`src/rtl/video_levels_pkg.sv`:
```
// Shared luma level definitions for the tape video transmit and receive paths:
// symbol code table, framing marker levels and the framer state encoding.
package video_levels_pkg;

    localparam int NUM_CODES = 12;

    localparam logic [7:0] IDLE_LVL  = 8'd16;
    localparam logic [7:0] BEGIN_LVL = 8'd190;
    localparam logic [7:0] END_LVL   = 8'd200;

    // Entry i of CODE_TABLE maps to entry i of LEVEL_TABLE; entry 0 is also the
    // level substituted for codes that are not in the table.
    localparam logic [3:0] CODE_TABLE [NUM_CODES] = '{
        4'b0000, 4'b0001, 4'b0011, 4'b0111, 4'b1111, 4'b1110,
        4'b1100, 4'b1000, 4'b1001, 4'b0110, 4'b1010, 4'b0101
    };

    localparam logic [7:0] LEVEL_TABLE [NUM_CODES] = '{
        8'd70,  8'd80,  8'd90,  8'd100, 8'd110, 8'd120,
        8'd130, 8'd140, 8'd150, 8'd160, 8'd170, 8'd180
    };

    typedef enum logic [1:0] {
        ST_IDLE  = 2'd0,
        ST_BEGIN = 2'd1,
        ST_DATA  = 2'd2,
        ST_END   = 2'd3
    } vo_state_t;

endpackage

```
`src/rtl/video_out_if.sv`:
```
// Symbol stream from the tape formatter and luma sample bus toward the encoder.
// master = symbol source / sample consumer side, slave = the video_out block.
interface video_out_if;

    logic [3:0] data_in;
    logic       data_valid;
    logic       data_ready;
    logic [7:0] td_out;
    logic       sample_strobe;
    logic       busy;
    logic       code_err;

    modport master (
        output data_in,
        output data_valid,
        input  data_ready,
        input  td_out,
        input  sample_strobe,
        input  busy,
        input  code_err
    );

    modport slave (
        input  data_in,
        input  data_valid,
        output data_ready,
        output td_out,
        output sample_strobe,
        output busy,
        output code_err
    );

endinterface

```
`src/rtl/video_level_enc.sv`:
```
// Combinational symbol code to luma level lookup; unknown codes map to the
// first table level and raise the invalid flag.
module video_level_enc
    import video_levels_pkg::*;
(
    input  logic [3:0] code,
    output logic [7:0] level,
    output logic       invalid
);

    logic [NUM_CODES-1:0] hit;
    logic [7:0]           masked [NUM_CODES];

    genvar gi;
    generate
        for (gi = 0; gi < NUM_CODES; gi++) begin : g_entry
            assign hit[gi]    = (code == CODE_TABLE[gi]);
            assign masked[gi] = hit[gi] ? LEVEL_TABLE[gi] : 8'd0;
        end
    endgenerate

    // Codes are unique in the table, so at most one masked entry is nonzero.
    always_comb begin
        level   = 8'd0;
        invalid = ~|hit;
        for (int i = 0; i < NUM_CODES; i++) begin
            level = level | masked[i];
        end
        if (invalid) begin
            level = LEVEL_TABLE[0];
        end
    end

endmodule

```
`src/rtl/video_out.sv`:
```
// Burst framer: BEGIN marker, oversampled data symbols, END marker, driven as
// registered luma samples; symbols are pulled from a valid/ready source.
module video_out
    import video_levels_pkg::*;
#(
    parameter int         SYMBOL_SAMPLES = 4,
    parameter logic [7:0] IDLE_LEVEL     = IDLE_LVL,
    parameter logic [7:0] BEGIN_LEVEL    = BEGIN_LVL,
    parameter logic [7:0] END_LEVEL      = END_LVL
) (
    input  logic        clkin,
    input  logic        rst,
    video_out_if.slave  bus
);

    localparam int             CW       = $clog2(SYMBOL_SAMPLES);
    localparam logic [CW-1:0]  CNT_LAST = CW'(SYMBOL_SAMPLES - 1);

    vo_state_t      state_reg, state_next;
    logic [CW-1:0]  cnt_reg, cnt_next;
    logic [7:0]     td_reg, td_next;
    logic           strobe_reg, strobe_next;
    logic           err_reg, err_next;

    logic           last_cycle;
    logic           ready;
    logic           transfer;
    logic [7:0]     enc_level;
    logic           enc_invalid;

    video_level_enc u_enc (
        .code    (bus.data_in),
        .level   (enc_level),
        .invalid (enc_invalid)
    );

    // Ready is a pure decode of registered state so the source never sees a
    // combinational path from its own valid.
    assign last_cycle = (cnt_reg == CNT_LAST);
    assign ready      = ((state_reg == ST_BEGIN) || (state_reg == ST_DATA)) && last_cycle;
    assign transfer   = ready && bus.data_valid;

    always_ff @(posedge clkin or posedge rst) begin
        if (rst) begin
            state_reg  <= ST_IDLE;
            cnt_reg    <= '0;
            td_reg     <= IDLE_LEVEL;
            strobe_reg <= 1'b0;
            err_reg    <= 1'b0;
        end else begin
            state_reg  <= state_next;
            cnt_reg    <= cnt_next;
            td_reg     <= td_next;
            strobe_reg <= strobe_next;
            err_reg    <= err_next;
        end
    end

    always_comb begin
        state_next  = state_reg;
        cnt_next    = cnt_reg + CW'(1);
        td_next     = td_reg;
        strobe_next = 1'b0;
        err_next    = 1'b0;

        case (state_reg)
            ST_IDLE: begin
                cnt_next = '0;
                td_next  = IDLE_LEVEL;
                if (bus.data_valid) begin
                    state_next  = ST_BEGIN;
                    td_next     = BEGIN_LEVEL;
                    strobe_next = 1'b1;
                end
            end
            ST_BEGIN, ST_DATA: begin
                if (last_cycle) begin
                    cnt_next    = '0;
                    strobe_next = 1'b1;
                    if (transfer) begin
                        state_next = ST_DATA;
                        td_next    = enc_level;
                        err_next   = enc_invalid;
                    end else begin
                        state_next = ST_END;
                        td_next    = END_LEVEL;
                    end
                end
            end
            ST_END: begin
                // Valid on the exit edge is deliberately not looked at here.
                if (last_cycle) begin
                    state_next = ST_IDLE;
                    cnt_next   = '0;
                    td_next    = IDLE_LEVEL;
                end
            end
            default: begin
                state_next = ST_IDLE;
                cnt_next   = '0;
                td_next    = IDLE_LEVEL;
            end
        endcase
    end

    assign bus.data_ready    = ready;
    assign bus.td_out        = td_reg;
    assign bus.sample_strobe = strobe_reg;
    assign bus.busy          = (state_reg != ST_IDLE);
    assign bus.code_err      = err_reg;

endmodule
```
`src/flat_wrapper.sv`:
```
// flat-port wrapper written by rule: the top's interface ports become plain ports
module video_out_flat import video_levels_pkg::*;
#(
    parameter int         SYMBOL_SAMPLES = 4,
    parameter logic [7:0] IDLE_LEVEL     = IDLE_LVL,
    parameter logic [7:0] BEGIN_LEVEL    = BEGIN_LVL,
    parameter logic [7:0] END_LEVEL      = END_LVL
)
  (clkin, rst, bus_data_in, bus_data_valid, bus_data_ready, bus_td_out, bus_sample_strobe, bus_busy, bus_code_err);
  video_out_if bus_i ();
  input  logic clkin;
  input  logic rst;
  input wire logic [$bits(bus_i.data_in)-1:0] bus_data_in;
  input wire logic [$bits(bus_i.data_valid)-1:0] bus_data_valid;
  output wire logic [$bits(bus_i.data_ready)-1:0] bus_data_ready;
  output wire logic [$bits(bus_i.td_out)-1:0] bus_td_out;
  output wire logic [$bits(bus_i.sample_strobe)-1:0] bus_sample_strobe;
  output wire logic [$bits(bus_i.busy)-1:0] bus_busy;
  output wire logic [$bits(bus_i.code_err)-1:0] bus_code_err;
  assign bus_i.data_in = bus_data_in;
  assign bus_i.data_valid = bus_data_valid;
  assign bus_data_ready = bus_i.data_ready;
  assign bus_td_out = bus_i.td_out;
  assign bus_sample_strobe = bus_i.sample_strobe;
  assign bus_busy = bus_i.busy;
  assign bus_code_err = bus_i.code_err;
  video_out #(.SYMBOL_SAMPLES(SYMBOL_SAMPLES), .IDLE_LEVEL(IDLE_LEVEL), .BEGIN_LEVEL(BEGIN_LEVEL), .END_LEVEL(END_LEVEL)) u_core (.clkin(clkin), .rst(rst), .bus(bus_i));
endmodule
```
`config.mk`:
```
export PLATFORM = sky130hd
export DESIGN_NAME = video_out_flat
export DESIGN_NICKNAME = d
export VERILOG_FILES = /design/src/rtl/video_levels_pkg.sv /design/src/rtl/video_out_if.sv /design/src/rtl/video_level_enc.sv /design/src/rtl/video_out.sv /design/src/flat_wrapper.sv
export SDC_FILE = /design/constraint.sdc
export NUM_CORES = 1
export LEC_CHECK = 0
export ABC_AREA = 1
export CAP_MARGIN = 40
export CORE_AREA = 10 10 60 62
export CTS_CLUSTER_SIZE = 24
export DETAILED_ROUTE_END_ITERATION = 16
export DIE_AREA = 0 0 70 72
export PLACE_DENSITY = 0.67
export SETUP_SLACK_MARGIN = 0.2
export SYNTH_ARGS = -nofsm -noshare
export SYNTH_HDL_FRONTEND = slang
export SYNTH_HIERARCHICAL = 1
export SYNTH_SLANG_ARGS = --single-unit
```
`constraint.sdc`:
```
create_clock -name clkin -period 2 [get_ports clkin]
set_input_delay 0.5 -clock clkin [delete_from_list [all_inputs] [get_ports clkin]]
set_output_delay 0.5 -clock clkin [all_outputs]
set_load 0.005 [all_outputs]
```
; Yosys cells after proc, flatten, opt, wreduce, memory -nomap -nowiden
; Index checks and enable logic that the tools add are counted.
[word_totals]
reg_bits = 14
[classes]
n_addsub = 1
n_eq_ne = 18
n_mux = 31
bitwise_logic = 11
reduce_logical = 12
[ops]
columns = operator, n
row1 = 2-to-1 mux 8 bit, 11
row2 = 2-to-1 mux 7 bit, 6
row3 = bitwise OR 8 bit, 5
row4 = bitwise OR 7 bit, 5
row5 = == test 4 bit (second input constant), 6
row6 = one-hot mux 8 bit (3 select lines), 1
row7 = == test 4 x 3 -> 1 bit (second input constant), 3
row8 = OR reduction 12 bit, 1
row9 = 2-to-1 mux 2 bit, 4
row10 = bitwise OR 7 x 8 -> 8 bit, 1
row11 = == test 2 bit (second input constant), 3
row12 = 2-to-1 mux 1 bit, 6
row13 = one-hot mux 2 bit (3 select lines), 1
row14 = == test 4 x 1 -> 1 bit (second input constant), 1
row15 = == test 4 x 2 -> 1 bit (second input constant), 1
row16 = logical NOT 4 bit, 1
row17 = != test 2 x 1 -> 1 bit (second input constant), 2
row18 = one-hot mux 2 bit (2 select lines), 1
row19 = AND reduction 3 bit, 1
row20 = OR reduction 3 bit, 1
row21 = adder 2 x 1 -> 2 bit (second input constant), 1
row22 = == test 2 x 1 -> 1 bit (second input constant), 1
row23 = logical AND 1 bit, 2
row24 = logical NOT 2 bit, 1
row25 = 7 further kinds, 7

; Depth between registers and ports, before layout
; Gate-level depths: netlist of the first run.
[depth]
word_depth = 17
depth_mapped = 9

; Hierarchy
; The synthesis of the first run kept the hierarchy.
[by_module_without_submodules]
columns = module, n_inst, cells_each, area_per_inst_um2, seq_area_each_um2
row1 = video_out, 1, 86, 743.2, 351.6
row2 = video_level_enc, 1, 42, 185.2, 0.0

; Worst setup path after synthesis of the first run
; No wires, ideal clock.
[synth_timing]
path_type = flip-flop to output port
from = register u_core.state_reg[0]
to = output bus_data_ready
t_arrival_ns = 1.012
t_required_ns = 1.500
path_slack_ns = 0.488
stages_incl_launch_ff = 5
path_buffers = 0
cell_sequence = dfrtp_1 -> inv_1 -> ha_1 -> nand2_1 -> inv_1
[synth_via]
elab_chain_cells = 3
elab_cells_between_ends = 4
classes_between = eq/ne: 2 / reduce/logical: 2
[synth_lines]
columns = element, line_no
row1 = from (decl), video_out.sv:19  ; vo_state_t state_reg, state_next;
row2 = from (signal assigned), video_out.sv:51  ; state_reg <= state_next;
row3 = == test 2 x 1 -> 1 bit / == test 2 bit (equally long branches), video_out.sv:40  ; assign ready = ((state_reg == ST_BEGIN) || (state_reg == ST_DATA)) && last_cycle;
row4 = logical OR 1 bit *, video_out.sv:40
row5 = logical AND 1 bit *, video_out.sv:40
row6 = to (decl), flat_wrapper.sv:15  ; output wire logic [$bits(bus_i.data_ready)-1:0] bus_data_ready;
; Mark *: on every way between the ends. The rest lies on a longest branch, timed or not.

; Final worst setup path of the first run
; Same ends and word-level chain as after synthesis.

==> impl_metrics.py, run 1 <==
metrics = {
    "status": {
        "status": "complete, no violations",
    },
    "yosys": {
        "syn_area_per_cell_um2": 7.25,
        "mappedNetlistArea_um2": 928,
        "ys_seq_area_share_pct": 37.9,
        "ys_top_cells_by_area": "dfrtp_1, nand2_1, nor2_1",
        "ys_seq_elements": 14,
        "synthCells": 128,
        "ys_types": 24,
        "synth_top_area_share_pct": 35.0,
        "ys_warn_count": 6,
        "ys.flop_type": "dfrtp_1",
        "async_reset_ff_share_pct": 100,
        "mappedNetlistNets": 140,
        "synth_edf_count": 0,
        "synth_area_leader_cell": "dfrtp_1",
    },
    "cts": {
        "cts_sinks": 14,
        "clock_latency_ps": 270,
        "tritoncts": "built",
        "cts-root-buf": "clkbuf_4",
        "htreeDepth": 1,
        "cts_buffer_depth": 2,
        "cts_made_buffers": 3,
        "path_clk_slew_ps": 80,
    },
    "die": {
        "ios": 19,
        "coreArea_um2": 2430,
        "rows": 18,
        "fp.dieH_um": 72,
        "initial_core_util_pct": 38.2,
        "die_x_um": 70,
        "dieArea_um2": 5040,
    },
    "power": {
        "power.density_nw_per_um2": 1490,
        "leakagePower_nw": 0.612,
        "ir_worst_vdd_uv": 764,
    },
    "timing": {
        "max_clock_freq_ghz": 0.574,
        "relSlewSlack_pct": 64.7,
        "fin_skew_ps": 1.62,
        "hold_viol": 0,
        "tightest_slew_ps": 529,
        "rsz0062_at_grt": "no",
        "finalSetupViolCount": 0,
        "setup_tns_ps": 0,
        "period_needed_ps": 1740,
        "post-route-period-util_pct": 87.1,
        "report.final.slew_viol_count": 0,
        "setup_ws_ps": 257,
    },
    "route": {
        "wl_met2_um": 1050,
        "dr_total_vias": 875,
        "avgRoutedWirePerCell_um": 11.6,
        "ant_nets": 0,
        "wl_met3_um": 123,
        "wl_met1_um": 911,
        "top_layer": "met4",
        "vias_per_cell": 4.73,
        "drt-total-wl_um": 2140,
        "dr.first_iter.drc_count": 29,
        "route.detailed.drc": 0,
        "drtPass1Iterations": 4,
    },
    "worst_setup_path": {
        "worstPathCellList": "inv_2 > ha_4 > nand2_1 > inv_1 > clkbuf_2",
        "slowest_stage": "dfrtp_1",
        "cp_top_family": "flip-flops",
        "path_buf_inv": 3,
        "crit_required_ps": 1500,
        "endpoint_kind": "primary output",
        "cpPeakStageDelay_ps": 380,
        "r2r-start": "u_core/state_reg[0]",
        "crit_start": "u_core/state_reg[0]",
        "path_max_fanout": 2,
        "crit_arrival_ps": 1240,
        "worst_setup_path_start_kind": "register",
        "critPathKind": "reg2out",
    },
    "layout": {
        "drive_gt1_share_pct": 22.6,
        "stdcell_count": 185,
        "area_delta_synth_final_pct": 30.9,
        "nets": 168,
        "seq_area_um2": 352,
        "multiInputGateArea_um2": 497,
        "final_cell_mix": "nand2_1, nor2_1, clkdlybuf4s50_1, dfrtp_1, inv_1",
        "largest_reg_flops": 8,
        "final_core_util_pct": 49.9,
        "nFillCells": 245,
        "fin_area_um2": 1210,
        "antenna_cells": 0,
        "final_common_cell": "nand2_1",
    },
    "global_route": {
        "grt_usage_pct": 8.18,
        "grt_pass1_vias": 878,
        "antenna_found_initial": 0,
        "grt_pass1_wl_um": 3500,
        "grt_max_degree": 15,
        "gr-total-overflow": 0,
    },
    "placement": {
        "pre_cts_ws_ps": 77.2,
        "placed_cells": 177,
        "port-buffer-count": 18,
        "post-dp-hpwl_um": 1620,
        "gp_congestion": 0.792,
        "placed_cell_area_um2": 1150,
    },
    "hold_path": {
        "holdCritPathClass": "reg2reg",
        "hp-start": "u_core/cnt_reg[0]",
    },
    "run": {
        "max_cap_viol_count": 0,
    },
}
-- where the power goes --
| part | internal, mW | total, mW | switching [mW] |
|---|---|---|---|
| registers | 0.423 | 0.484 | 0.0608 |
| clock network | 0.0771 | 0.159 | 0.0821 |
| logic | 0.530 | 1.17 | 0.642 |
-- layer usage --
layer | vias to the layer above | global-route usage, %
li1 | 450 | -
met1 | 393 | 8.33
met2 | 28 | 14.1
met3 | 4 | 2.04
met4 | 0 | 6.58
met5 | - | 0
-- layout make-up --
| cell class | instances | share of cell area (%) |
|---|---|---|
| well taps | 30 | 3.09 |
| repair buffers | 24 | 17.9 |
| multi-input cells | 91 | 40.9 |
| clock buffers | 4 | 2.16 |
| flip-flops and latches | 14 | 28.9 |
| inverters | 22 | 7.00 |
-- path summary, 6_finish.rpt --
path / cells after the start / endpoint / slack (ps)
setup / recovery: 5 / bus_data_ready / 260
hold / removal: 1 / u_core/cnt_reg[0] / 440
setup reg to reg: 6 / u_core/state_reg[0] / 470
hold reg to reg: 1 / u_core/cnt_reg[0] / 440
max in group asynchronous: 2 / u_core/bus.td_out[4] / 1070
min in group asynchronous: 2 / u_core/bus.td_out[3] / 570
-- kinds of logic after synthesis --
kind of cell / count (synthesis) / share of synthesized area, %
AO/OA/AOI/OAI: 19 / 12.1
adder cells (fa/ha/maj): 5 / 6.74
buffers and inverters: 23 / 9.97
flip-flops: 14 / 37.9
other: 1 / 0.404
AND/OR/NAND/NOR: 66 / 32.9
-- metrics by stage --
stage | hold slack, ps | power (mW)
after global routing | 459 | 1.99
after detailed placement | 431 | 1.60
after CTS | 445 | 1.77
after global placement | 421 | 1.57
final | 440 | 1.82
after floorplan | 389 | 1.20
-- synthesized netlist by cell type (2+ instances only) --
cell type	number
a21oi_1	5
a21oi_2	3
clkinv_2	2
dfrtp_1	13
ha_1	5
inv_1	14
inv_2	6
nand2_1	33
nand2_2	4
nand3_1	2
nand4_1	3
nor2_1	17
nor2_2	2
nor3_1	2
o21ai_0	3
o21ai_1	6
-- what timing repair did --
action | 4_1_cts | 5_1_grt
hold buffers | 0 | 0
pin swaps | 0 | 2
endpoints found under the setup margin | 3 | 1
gates resized for setup | 3 | 5
buffers inserted | 2 | 2
Power figures use the tool's default switching activity.
==> inputs of run 2 (changes only) <==
CTS_BUF_LIST = sky130_fd_sc_hd__clkbuf_2 sky130_fd_sc_hd__clkbuf_4 sky130_fd_sc_hd__clkbuf_8   (was default)
MAX_ROUTING_LAYER = met4   (was default)
==> impl_metrics.py, run 2 (synthesis results as in run 1) <==
metrics = {
    "layout": {
        "final_common_cell": "nand2_1",
        "final_core_util_pct": 50.1,
        "area_delta_synth_final_pct": 31.3,
        "drive_gt1_share_pct": 23.2,
        "antenna_cells": 0,
        "nFillCells": 246,
        "nets": 168,
        "final_cell_mix": "nand2_1, nor2_1, clkdlybuf4s50_1, dfrtp_1, inv_1",
        "fin_area_um2": 1220,
        "stdcell_count": 185,
        "largest_reg_flops": 8,
    },
    "placement": {
        "placed_cells": 177,
        "post-dp-hpwl_um": 1620,
        "gp_congestion": 0.804,
        "port-buffer-count": 18,
        "placed_cell_area_um2": 1150,
    },
    "die": {
        "coreArea_um2": 2430,
        "die_x_um": 70,
        "fp.dieH_um": 72,
        "ios": 19,
        "initial_core_util_pct": 38.2,
        "dieArea_um2": 5040,
        "rows": 18,
    },
    "global_route": {
        "antenna_found_initial": 0,
        "grt_usage_pct": 8.45,
        "grt_pass1_vias": 877,
        "gr-total-overflow": 0,
        "grt_pass1_wl_um": 3510,
        "grt_max_degree": 15,
    },
    "route": {
        "ant_nets": 0,
        "dr.first_iter.drc_count": 50,
        "avgRoutedWirePerCell_um": 11.6,
        "vias_per_cell": 4.79,
        "drt-total-wl_um": 2150,
        "dr_total_vias": 886,
        "drtPass1Iterations": 4,
        "route.detailed.drc": 0,
    },
    "worst_setup_path": {
        "r2r-end": "u_core/state_reg[0]",
        "endpoint_kind": "primary output",
        "reg2reg_setup_slack_ps": 470,
        "critPathCapture": "bus_data_ready",
        "worst_setup_path_start_kind": "register",
        "critPathKind": "reg2out",
        "crit_start": "u_core/state_reg[0]",
        "reg2reg_depth": 6,
        "r2r-start": "u_core/state_reg[0]",
        "crit_arrival_ps": 1240,
        "crit_required_ps": 1500,
        "path_max_fanout": 2,
    },
    "timing": {
        "hold_viol": 0,
        "max_clock_freq_ghz": 0.573,
        "post-route-period-util_pct": 87.2,
        "rsz0062_at_grt": "no",
        "report.final.slew_viol_count": 0,
        "tightest_slew_ps": 530,
        "relSlewSlack_pct": 64.6,
        "period_needed_ps": 1740,
        "finalSetupViolCount": 0,
        "fin_skew_ps": 1.48,
        "setup_tns_ps": 0,
    },
    "hold_path": {
        "holdCritPathClass": "reg2reg",
    },
    "cts": {
        "htreeDepth": 1,
        "cts_sinks": 14,
        "tritoncts": "built",
        "path_clk_slew_ps": 80,
        "cts_made_buffers": 3,
        "clock_latency_ps": 270,
        "cts-root-buf": "clkbuf_4",
        "cts_buffer_depth": 2,
    },
    "power": {
        "p_clk_share_pct": 9.5,
        "leakagePower_nw": 0.615,
        "power_frac_comb_pct": 64.1,
        "swShare_pct": 43.0,
        "power_switching_mw": 0.787,
        "internal-power_mw": 1.04,
        "power.density_nw_per_um2": 1500,
        "p_seq_share_pct": 26.4,
        "ir_worst_vdd_uv": 766,
    },
    "run": {
        "max_cap_viol_count": 0,
    },
    "status": {
        "status": "complete, no violations",
    },
}
run 2: cell counts in the layout (fill, tap and decap cells not counted):
Identical to the previous run, type by type.
run 2: how the worst min path moves through the flow:
stage | cells after the start | slack [ps] | end | start
6_report | 1 | 440 | u_core/cnt_reg[0] | u_core/cnt_reg[0]
3_3_place_gp | 1 | 420 | u_core/cnt_reg[0] | u_core/cnt_reg[0]
2_1_floorplan | 1 | 390 | u_core/bus.code_err | rst
4_1_cts | 1 | 440 | u_core/cnt_reg[0] | u_core/cnt_reg[0]
3_5_place_dp | 1 | 430 | u_core/cnt_reg[0] | u_core/cnt_reg[0]
5_1_grt | 1 | 460 | u_core/cnt_reg[0] | u_core/cnt_reg[0]
run 2: per-layer routing:
metal  vias to the layer above  routed length (um)  part of all wire [%]  track usage (%)
met5                         -                   0                     0                -
met4                         0                  53                   2.5             6.58
met3                         6                 116                   5.4             1.77
met2                        30                1050                    49             14.1
met1                       400                 928                    43             8.56
li1                        450                   -                     -                -
run 2: critical path, cell delays in order, from the launching register on:
cell and delay (ps):
dfrtp_1 380, inv_2 70, ha_4 270, nand2_1 70
inv_1 80, clkbuf_2 110
run 2: metrics by stage:
stage	hold WS, ps	power [mW]	worst slack (ps)
2_1_floorplan	389	1.20	488
3_3_place_gp	421	1.57	146
3_5_place_dp	431	1.60	77.2
4_1_cts	445	1.78	81.5
5_1_grt	459	2.01	197
6_report	440	1.83	256
run 2: repair_timing:
item,in CTS,in global routing
pin swaps,0,2
gates resized for setup,3,5
endpoints found under the setup margin,3,1
hold buffers,0,0
setup buffers,2,2
run 2: power by group through the flow:
stage	combinational (mW)	clock, mW	sequential [mW]
after floorplan	0.702	0	0.496
after global placement	1.08	0	0.490
after detailed placement	1.10	0	0.496
after CTS	1.12	0.182	0.479
after global routing	1.32	0.199	0.496
final	1.17	0.173	0.484
run 2: layout make-up:
class	instances	area [um^2]	area share [%]
Inverter	22	85.1	6.98
Clock buffer	4	30.0	2.46
Timing Repair Buffer	24	218	17.9
Tap cell	30	37.5	3.08
Multi-Input combinational cell	91	497	40.8
Sequential cell	14	352	28.9
==> inputs of run 3 (changes only) <==
CTS_BUF_LIST = sky130_fd_sc_hd__clkbuf_16   (was sky130_fd_sc_hd__clkbuf_2 sky130_fd_sc_hd__clkbuf_4 sky130_fd_sc_hd__clkbuf_8)
==> impl_metrics.py, run 3 (synthesis results as in run 1) <==
metrics = {
    "placement": {
        "gp_congestion": 0.804,
        "post-dp-hpwl_um": 1620,
        "port-buffer-count": 18,
        "placed_cell_area_um2": 1150,
    },
    "global_route": {
        "antenna_found_initial": 0,
        "gr-total-overflow": 0,
        "grt_pass1_vias": 897,
        "grt_pass1_wl_um": 3620,
        "grt_usage_pct": 9.05,
        "grt_max_degree": 15,
    },
    "route": {
        "dr_total_vias": 887,
        "route.detailed.drc": 0,
        "drtPass1Iterations": 4,
        "ant_nets": 0,
        "avgRoutedWirePerCell_um": 11.8,
        "drt-total-wl_um": 2190,
        "dr.first_iter.drc_count": 49,
        "vias_per_cell": 4.79,
    },
    "worst_setup_path": {
        "critPathKind": "reg2out",
        "worstPathCellList": "clkdlybuf4s50_1",
        "crit_arrival_ps": 1250,
        "worst_setup_path_start_kind": "register",
        "path_max_fanout": 2,
        "cp.depth": 1,
        "reg2reg_setup_slack_ps": 470,
        "slowest_stage": "dfstp_2",
        "reg2reg_depth": 6,
        "cpPeakStageDelay_ps": 520,
        "crit_required_ps": 1500,
        "path_buf_inv": 1,
        "cp_top_family": "flip-flops",
        "endpoint_kind": "primary output",
    },
    "layout": {
        "nFillCells": 234,
        "largest_reg_flops": 8,
        "multiInputGateArea_um2": 497,
        "seq_area_um2": 352,
        "drive_gt1_share_pct": 22.6,
        "final_common_cell": "nand2_1",
        "final_cell_mix": "nand2_1, nor2_1, clkdlybuf4s50_1, inv_1, dfrtp_1",
        "fin_area_um2": 1270,
        "antenna_cells": 0,
        "nets": 168,
        "area_delta_synth_final_pct": 36.7,
    },
    "die": {
        "ios": 19,
        "rows": 18,
        "die_x_um": 70,
        "dieArea_um2": 5040,
        "coreArea_um2": 2430,
        "initial_core_util_pct": 38.2,
        "fp.dieH_um": 72,
    },
    "cts": {
        "holdBufCountCts": 0,
        "path_clk_slew_ps": 40,
        "htreeDepth": 1,
        "tritoncts": "built",
        "clock_latency_ps": 240,
        "cts_made_buffers": 3,
        "cts-root-buf": "clkbuf_16",
        "cts_buffer_depth": 2,
        "cts_sinks": 14,
    },
    "power": {
        "power.density_nw_per_um2": 1610,
        "ir_worst_vdd_uv": 979,
        "leakagePower_nw": 0.638,
    },
    "timing": {
        "relSlewSlack_pct": 64.8,
        "period_needed_ps": 1750,
        "report.final.slew_viol_count": 0,
        "tightest_slew_ps": 527,
        "rsz0062_at_grt": "no",
        "finalSetupViolCount": 0,
        "setup_tns_ps": 0,
        "hold_viol": 0,
        "post-route-period-util_pct": 87.6,
        "max_clock_freq_ghz": 0.571,
        "fin_skew_ps": 0.895,
    },
    "hold_path": {
        "worstHoldPathCells": 1,
        "holdCritPathClass": "reg2reg",
    },
    "run": {
        "max_cap_viol_count": 0,
    },
    "status": {
        "status": "complete, no violations",
    },
}
run 3: cell count changes in the layout (fill, tap and decap cells not counted), sizes merged:
cell,previous run,this run
clkbuf,5,4
clkdlybuf4s50,15,16
dlygate4sd2,2,1
inv,20,21
run 3: report_power, final:
group          total, mW  switching (mW)  internal, mW  leakage [nW]
logic               1.18           0.640         0.537         0.423
registers          0.486          0.0612         0.425         0.173
clock network      0.374           0.111         0.264        0.0423
run 3: path summary, 6_finish.rpt:
kind,to,startpoint
worst min register to register,u_core/cnt_reg[0],u_core/cnt_reg[0]
min in group asynchronous,u_core/bus.td_out[3],rst
worst max-delay path,bus_td_out[4],u_core/bus.td_out[4]
max in group asynchronous,u_core/bus.td_out[4],rst
worst min-delay path,u_core/cnt_reg[0],u_core/cnt_reg[0]
worst max register to register,u_core/state_reg[0],u_core/state_reg[0]
run 3: worst reg2reg max path: stages (launching register included):
cell and delay, ps:
dfrtp_1 400, buf_4 150, buf_4 140, ha_1 250, o21ai_2 300, nand4_1 150, nand2_1 80
run 3: what timing repair did:
item	in CTS	in global routing
hold endpoints to repair	0	0
gates resized for setup	2	5
pin swaps	0	2
setup endpoints to repair	2	1
setup buffers	2	2
run 3: layer usage:
layer | share of wire [%] | GRT usage [%]
met1 | 43 | 8.56
met2 | 48 | 14.5
met3 | 5.4 | 3.13
met4 | 3.7 | 8.11
met5 | 0 | -
run 3: metrics by stage:
step                hold WS [ps]  std cells  utilization (%)  worst slack, ps  total power, mW
floorplan                    389        128                -              488             1.20
global placement             421        177             47.4              146             1.57
detailed placement           431        177             47.4             77.2             1.60
CTS                          439        183             51.2              126             1.99
global route                 453        185             52.2              206             2.23
finish                       435        185             52.2              248             2.04
run 3: area by class of cell:
type	instances	share of cell area, %
repair buffers	24	17.3
multi-input cells	91	39.2
well taps	30	2.96
clock inverters	1	0.296
clock buffers	3	5.92
inverters	22	6.71
flip-flops and latches	14	27.7
